--- src/rtl/hello_tx_serializer.sv ---
// +-----------------------------------------------------------------------+
// | hello_tx_serializer: byte FIFO feeding an 8N1 async serial line.      |
// | Rev 1.0                                                               |
// +-----------------------------------------------------------------------+
`default_nettype none

module hello_tx_serializer #(
  parameter int DEPTH        = 4,
  parameter int CLKS_PER_BIT = 4
) (
  input  logic                         clock,
  input  logic                         io_rst,
  input  logic                         io_in_valid,
  input  logic [7:0]                   io_in_bits,
  output logic                         io_in_ready,
  output logic                         io_tx,
  output logic                         io_busy,
  output logic [$clog2(DEPTH+1)-1:0]   io_count,
  output logic                         io_overflow
);

  localparam int c_PW = $clog2(DEPTH);
  localparam int c_CW = $clog2(DEPTH + 1);
  localparam int c_TW = $clog2(CLKS_PER_BIT);
  localparam logic [c_CW-1:0] c_FULL  = c_CW'(DEPTH);
  localparam logic [c_TW-1:0] c_TLAST = c_TW'(CLKS_PER_BIT - 1);

  typedef enum logic [1:0] {
    S_IDLE  = 2'd0,
    S_START = 2'd1,
    S_DATA  = 2'd2,
    S_STOP  = 2'd3
  } state_t;

  logic [7:0]      r_mem [DEPTH];
  logic [c_PW-1:0] r_wptr;
  logic [c_PW-1:0] r_rptr;
  logic [c_CW-1:0] r_count;
  logic [c_TW-1:0] r_timer;
  logic [2:0]      r_index;
  logic [7:0]      r_shift;
  state_t          r_state;
  logic            r_tx;
  logic            r_busy;
  logic            r_overflow;

  logic w_push;
  logic w_pop;
  logic w_bit_end;

  // Ready depends only on registered occupancy: a same-edge pop never frees a full slot.
  assign io_in_ready = (r_count != c_FULL);
  assign w_push      = io_in_valid && io_in_ready;
  assign w_bit_end   = (r_timer == c_TLAST);
  assign w_pop       = (r_count != '0) &&
                       ((r_state == S_IDLE) || ((r_state == S_STOP) && w_bit_end));

  assign io_tx       = r_tx;
  assign io_busy     = r_busy;
  assign io_count    = r_count;
  assign io_overflow = r_overflow;

  always_ff @(posedge clock) begin
    if (w_push) begin
      r_mem[r_wptr] <= io_in_bits;
    end
  end

  always_ff @(posedge clock or posedge io_rst) begin
    if (io_rst) begin
      r_wptr     <= '0;
      r_rptr     <= '0;
      r_count    <= '0;
      r_timer    <= '0;
      r_index    <= '0;
      r_shift    <= '0;
      r_state    <= S_IDLE;
      r_tx       <= 1'b1;
      r_busy     <= 1'b0;
      r_overflow <= 1'b0;
    end else begin
      if (w_push) r_wptr <= r_wptr + 1'b1;
      if (w_pop)  r_rptr <= r_rptr + 1'b1;

      if (w_push && !w_pop) begin
        r_count <= r_count + 1'b1;
      end else if (!w_push && w_pop) begin
        r_count <= r_count - 1'b1;
      end

      if (io_in_valid && !io_in_ready) r_overflow <= 1'b1;

      case (r_state)
        S_IDLE: begin
          if (w_pop) begin
            r_shift <= r_mem[r_rptr];
            r_timer <= '0;
            r_state <= S_START;
            r_tx    <= 1'b0;
            r_busy  <= 1'b1;
          end
        end
        S_START: begin
          if (w_bit_end) begin
            r_timer <= '0;
            r_index <= '0;
            r_state <= S_DATA;
            r_tx    <= r_shift[0];
          end else begin
            r_timer <= r_timer + 1'b1;
          end
        end
        S_DATA: begin
          if (w_bit_end) begin
            r_timer <= '0;
            if (r_index == 3'd7) begin
              r_state <= S_STOP;
              r_tx    <= 1'b1;
            end else begin
              r_index <= r_index + 3'd1;
              r_shift <= {1'b0, r_shift[7:1]};
              r_tx    <= r_shift[1];
            end
          end else begin
            r_timer <= r_timer + 1'b1;
          end
        end
        S_STOP: begin
          if (w_bit_end) begin
            r_timer <= '0;
            // Chain straight into the next start bit so queued frames abut.
            if (w_pop) begin
              r_shift <= r_mem[r_rptr];
              r_state <= S_START;
              r_tx    <= 1'b0;
            end else begin
              r_state <= S_IDLE;
              r_busy  <= 1'b0;
            end
          end else begin
            r_timer <= r_timer + 1'b1;
          end
        end
        default: begin
          r_state <= S_IDLE;
          r_tx    <= 1'b1;
          r_busy  <= 1'b0;
        end
      endcase
    end
  end

endmodule

`default_nettype wire
--- config.mk ---
export PLATFORM = sky130hd
export DESIGN_NAME = hello_tx_serializer
export DESIGN_NICKNAME = d
export VERILOG_FILES = /design/src/rtl/hello_tx_serializer.sv
export SDC_FILE = /design/constraint.sdc
export NUM_CORES = 1
export LEC_CHECK = 0
export CELL_PAD_IN_SITES_DETAIL_PLACEMENT = 1
export CELL_PAD_IN_SITES_GLOBAL_PLACEMENT = 1
export CORE_MARGIN = 5
export CORE_UTILIZATION = 35
export CTS_CLUSTER_DIAMETER = 80
export DETAILED_ROUTE_END_ITERATION = 16
export PLACE_DENSITY_LB_ADDON = 0.12
export SLEW_MARGIN = 20
export SYNTH_ARGS = -nofsm -noshare
export SYNTH_HDL_FRONTEND = slang
export SYNTH_SLANG_ARGS = --single-unit
--- constraint.sdc ---
create_clock -name clock -period 6.45 [get_ports clock]
set_clock_uncertainty 0.15 [all_clocks]
set_input_delay 0.645 -clock clock [delete_from_list [all_inputs] [get_ports clock]]
set_output_delay 0.645 -clock clock [all_outputs]
set_load 0.05 [all_outputs]
---- Word-level counts from Yosys, hierarchy flattened ----
Memories as Yosys holds them, arrays and structs flattened.
Index checks and enable logic that the tools add are counted.
word-level totals
  flip-flop bits (word level) ............. 25
  RAM bits ................................ 32
  input bits .............................. 11
  output and inout port bits .............. 7
  logic and storage cells ................. 85
  memories kept ........................... 1
memory list
  name   words  width  read ports  clocked after Yosys merged registers in  write ports  line  source
  r_mem  4      8      1           0                                        1            35    logic [7:0] r_mem [DEPTH];
operators by class
  add/subtract/negate cells ............... 6
  eq/ne operators ......................... 13
  mux-type cells .......................... 33
  reductions and logical operators ........ 22
operator list
  operator             number
  $mux 8               4
  $pmux 8 s3           1
  $mux 3               5
  $mux 2               7
  $ne 2x2->1 const B   7
  $reduce_and 4->1     3
  $mux 1               11
  $pmux 2 s4           1
  $add 2x1->2 const B  3
  $add 3x1->3 const B  2
  $eq 2x2->1 const B   3
  $logic_and 1x1->1    6
  $pmux 3 s2           1
  $reduce_bool 2->1    3
  $reduce_bool 3->1    2
  $reduce_and 5->1     1
  $pmux 1 s4           1
  $pmux 2 s2           1
  $eq 3x3->1 const B   1
  $logic_not 1->1      3
  $ne 3x3->1 const B   1
  $reduce_and 3->1     1
  $reduce_or 3->1      1
  $sub 3x1->3 const B  1
  4 further kinds      4

---- Depth between registers and ports, before layout ----
  word-level depth ........................ 7
  gate-level depth with buffers ........... 11
  gate-level depth less buffers ........... 11

---- Worst setup path after synthesis ----
OpenSTA, ideal clock, no wires.
  path type ............................... reg-to-reg
  start ................................... reg r_count[0] (netlist: io_count[0])
  end ..................................... reg r_count[2] (netlist: io_count[2])
  setup time .............................. 149 ps
  arrival time ............................ 2495 ps
  data required time ...................... 6151 ps
  setup slack ............................. 3656 ps
  cell stages (with the launch flop) ...... 10
  path buffers ............................ 0
  period minus slack after synthesis ...... 2794 ps
  path through ............................ dfrtp_1 nor2_1 nand2_1 and2_1 ha_1 inv_1 fa_1 xor2_1 nor2_1 xor2_1
between the ends
  longest elaborated chain between the ends .. 5
  elaborated cells on any way between the ends .. 13
  those cells by class .................... 2 x add/sub; 1 x eq/ne; 2 x mux; 8 x reduce/logical
ends and longest elaborated chain
  what                         line  source
  start, declared              38    logic [c_CW-1:0] r_count;
  start signal, assigned       86    r_count <= r_count + 1'b1;
  start signal, assigned       88    r_count <= r_count - 1'b1;
  $ne 3x3->1 *                 52    assign io_in_ready = (r_count != c_FULL);
  net io_in_ready              15    output logic io_in_ready,
  $logic_and 1x1->1 *          53    assign w_push = io_in_valid && io_in_ready;
  net w_push                   47    logic w_push;
  $logic_not 1->1              87    end else if (!w_push && w_pop) begin
  $logic_and 1x1->1            87
  $reduce_bool 2->1 (no line)  -
The timed path passes the listed nets; every way through them passes the cells marked *. The select of a mux whose other input is x is not followed.
A chain may end at the register's enable or synchronous reset.

---- Worst setup path in the final report ----
  start ................................... reg r_count[0] (netlist: io_count[0])
  end ..................................... out io_in_ready
between the ends
  longest elaborated chain between the ends .. 1
ends and longest elaborated chain
  what           line
  $ne 3x3->1     52
  end, declared  15
Every way passes these cells.

==> summary.md <==
| Metric | Value |
|---|---|
| Post-DRT Antenna Nets | `0` |
| Cell Area, Synth | `0.00266 sq mm` |
| Clock transition at path regs | `0.06 ns` |
| Worst Setup EP | `io_in_ready` |
| Die W | `97.1 um` |
| R2r worst-path depth | `9` |
| Initial antenna violation count | `0` |
| Skew-Pair Late Insertion Delay | `0.33 ns` |
| Setup violators final | `0` |
| CTS buffer count | `9` |
| Yosys reg bits | `57` |
| Die Span Y | `97.1 um` |
| Sequential group share of total power | `37.1%` |
| Ant. Diodes | `0` |
| FF-to-FF End | `io_count[1]` |
| Critical path cell sequence | `nor2_1 > nand2_1 > clkdlybuf4s50_1` |
| Critical R2R Launch | `r_state[0]` |
| Actual slew at the worst max-slew pin | `0.971 ns` |
| Core ar. | `0.00733 sq mm` |
| Post-synth EDFFs | `32` |
| Lkg Pwr | `1.22 nW` |
| Starting Density | `36.2%` |
| # port buffers | `17` |
| DRC | `0` |
| Final WL | `5450 um` |
| Gr ovfl total | `0` |
| CTS tree | `built` |
| Syn_area_per_cell | `13.4 sq um` |
| Clock share of power | `22.0%` |
| Vias per cell | `5.02` |
| Kind of critical path | `flop to output pin` |
| Combinational fraction of design power | `40.9%` |
| P&R area growth vs syn | `17.2%` |
| Final period util | `43.5%` |
| Pint | `1.02 mW` |
| CP Launch Type | `flop` |
| Hold Startpoint | `io_overflow` |
| # rows | `31` |
| Largest net degree at the start of global routing | `26` |
| CTS max path bufs | `2` |
| Net count after synthesis | `223` |
| Primary FF master, synth | `edfxtp_1` |
| Most frequent cells in the layout | `32 x edfxtp_1, 24 x dfrtp_1, 17 x clkdlybuf4s50_1, 16 x o21ai_0, 15 x nand2_1` |
| FFs w/ async S/R, synth | `43.9%` |
| Crit path largest cell delay | `0.84 ns` |
| Flop2flop setup slack | `3.96 ns` |
| Iteration-0 DRC Markers | `46` |
| Synth unique cells | `43` |
| Critical path peak fanout | `7` |
| VDD IR-drop max | `253 uV` |
| Post-layout minimum cycle time | `2.81 ns` |
| Fmax achieved | `0.356 GHz` |
| Clock sink count | `57` |
| # IOs | `18` |
| Worst Hold Class | `flop to flop` |
| Slew margin rel. | `34.8%` |
| Share of cells above drive strength 1 | `13.4%` |
| DR vias | `1,622` |
| CTS Hold Bufs | `0` |
| GRT Overall Usage | `12.6%` |
| RSZ-0062 raised after global routing | `false` |
| Max-Cap Viols | `0` |
| Run status | `finished, final reports clean` |
| Synth Instances | `198` |
| Setup TNS | `0 ns` |
| Global placement routability congestion | `0.715` |
| Slew Limit Fails | `0` |
| Crit-path slowest cell | `clkdlybuf4s50_1` |
| Net Sw Frac | `38.8%` |
| Global-route wire length before repair | `9160 um` |
| Worst setup margin | `3.64 ns` |
| Setup crit start | `io_count[0]` |
| PwrDens | `535 mW/mm^2` |
| DRT Pass-1 Iters | `4` |
| Switch Pwr | `0.647 mW` |
| Vias in the first global route | `1,786` |
| Pre-CTS WS | `3.71 ns` |
| PostCTS Resize Cnt | `0` |
| Data arrival time of the critical path | `2.01 ns` |
| Post-DR wirelength/cell | `16.9 um` |
| Worst Setup End Kind | `output pin` |
| Required time worst endpoint | `5.65 ns` |
| Most common cell after layout, fill and taps aside | `edfxtp_1` |
| Post-DP HPWL | `3780 um` |
| Clk root buf | `clkbuf_8` |
| Number of synthesis warnings | `0` |
| Final hold vios | `0` |
| Die ar. | `0.00943 sq mm` |
| # fillers | `751` |
| Sequential element share of the synthesized area | `59.8%` |
| H-tree depth | `3` |
| Setup Fix Bufs, Post-CTS | `0` |
| Fin nets | `244` |
[logic make-up after synthesis]
kind of cell	count (synthesis)	share of synthesized area [%]
AOI/OAI and AO/OA	47	12.1
xor gates and xnor gates	6	1.98
adders and majority gates	14	6.88
buffers and inverters	15	3.20
DFF	57	59.8
muxes	18	7.45
and+or+nand+nor	41	8.58
[critical path: cells and delay by family, from the launching register on]
family	cells	cell delay (ns)
buffers and inverters	1	0.84
flip-flops	1	0.53
AND/OR/NAND/NOR	2	0.32
[metal layers]
metal | wire [um] | GRT usage, % | vias up
li1 | - | - | 773
met1 | 2410 | 15.4 | 822
met2 | 2800 | 20.7 | 20
met3 | 158 | 2.94 | 7
met4 | 78 | 6.37 | 0
met5 | 0 | 0 | -
[how the worst min path moves through the flow]
stage	cells past startpoint	to
after floorplan	2	r_shift[7]
after global placement	2	r_shift[6]
after detailed placement	2	r_shift[7]
after CTS	2	r_shift[7]
after global routing	1	io_overflow
final	1	io_overflow
[registers in the layout, summed over array words and instances (netlist names)]
name and count:
r_mem 32, r_shift 8, io_count 3, r_index 3
r_rptr 2, r_state 2, r_timer 2, r_wptr 2
io_busy 1, io_overflow 1, io_tx 1
[through the flow]
stage	hold slack, ns	util, %	cell area, sq um	instances	total power [mW]
finish	0.331	42.4	3110	323	1.66
global route	0.346	42.4	3110	323	1.80
CTS	0.338	42.4	3110	323	1.69
detailed placement	0.321	39.5	2890	307	1.31
global placement	0.307	39.5	2890	307	1.27
floorplan	0.296	-	2660	198	1.14
[Yosys cell counts (all sizes together), types with 2 or more instances]
cell type | count | area [sq um]
a21oi | 3 | 15.0
clkbuf | 3 | 21.3
nand2 | 15 | 56.3
and3 | 4 | 25.0
o31ai | 3 | 22.5
buf | 4 | 33.8
nor2 | 7 | 26.3
o21ai | 23 | 123
mux2i | 13 | 130
a21boi | 2 | 15.0
nand2b | 2 | 12.5
nor2b | 3 | 18.8
xnor2 | 3 | 26.3
nand3 | 2 | 10.0
xor2 | 3 | 26.3
a22oi | 8 | 60.1
edfxtp | 32 | 961
a21o | 2 | 15.0
or3 | 2 | 22.5
mux2 | 4 | 45.0
dfrtp | 24 | 601
ha | 13 | 163
inv | 8 | 30.0
[power by group through the flow]
stage | clock network, mW | logic [mW] | registers (mW)
final | 0.366 | 0.680 | 0.618
after global routing | 0.393 | 0.766 | 0.638
after CTS | 0.376 | 0.698 | 0.621
after detailed placement | 0 | 0.689 | 0.625
after global placement | 0 | 0.651 | 0.617
after floorplan | 0 | 0.504 | 0.632
[area by class of cell]
type	count	area [sq um]	share of cell area, %
multi-input combinational	126	982	31.6
clock buffer	9	124	3.98
timing repair buffer	17	170	5.47
clock inverter	7	93.8	3.02
inverter	8	30.0	0.965
tap	99	124	3.98
sequential	57	1590	51.0
No activity file was read; power rests on OpenSTA's default activity.
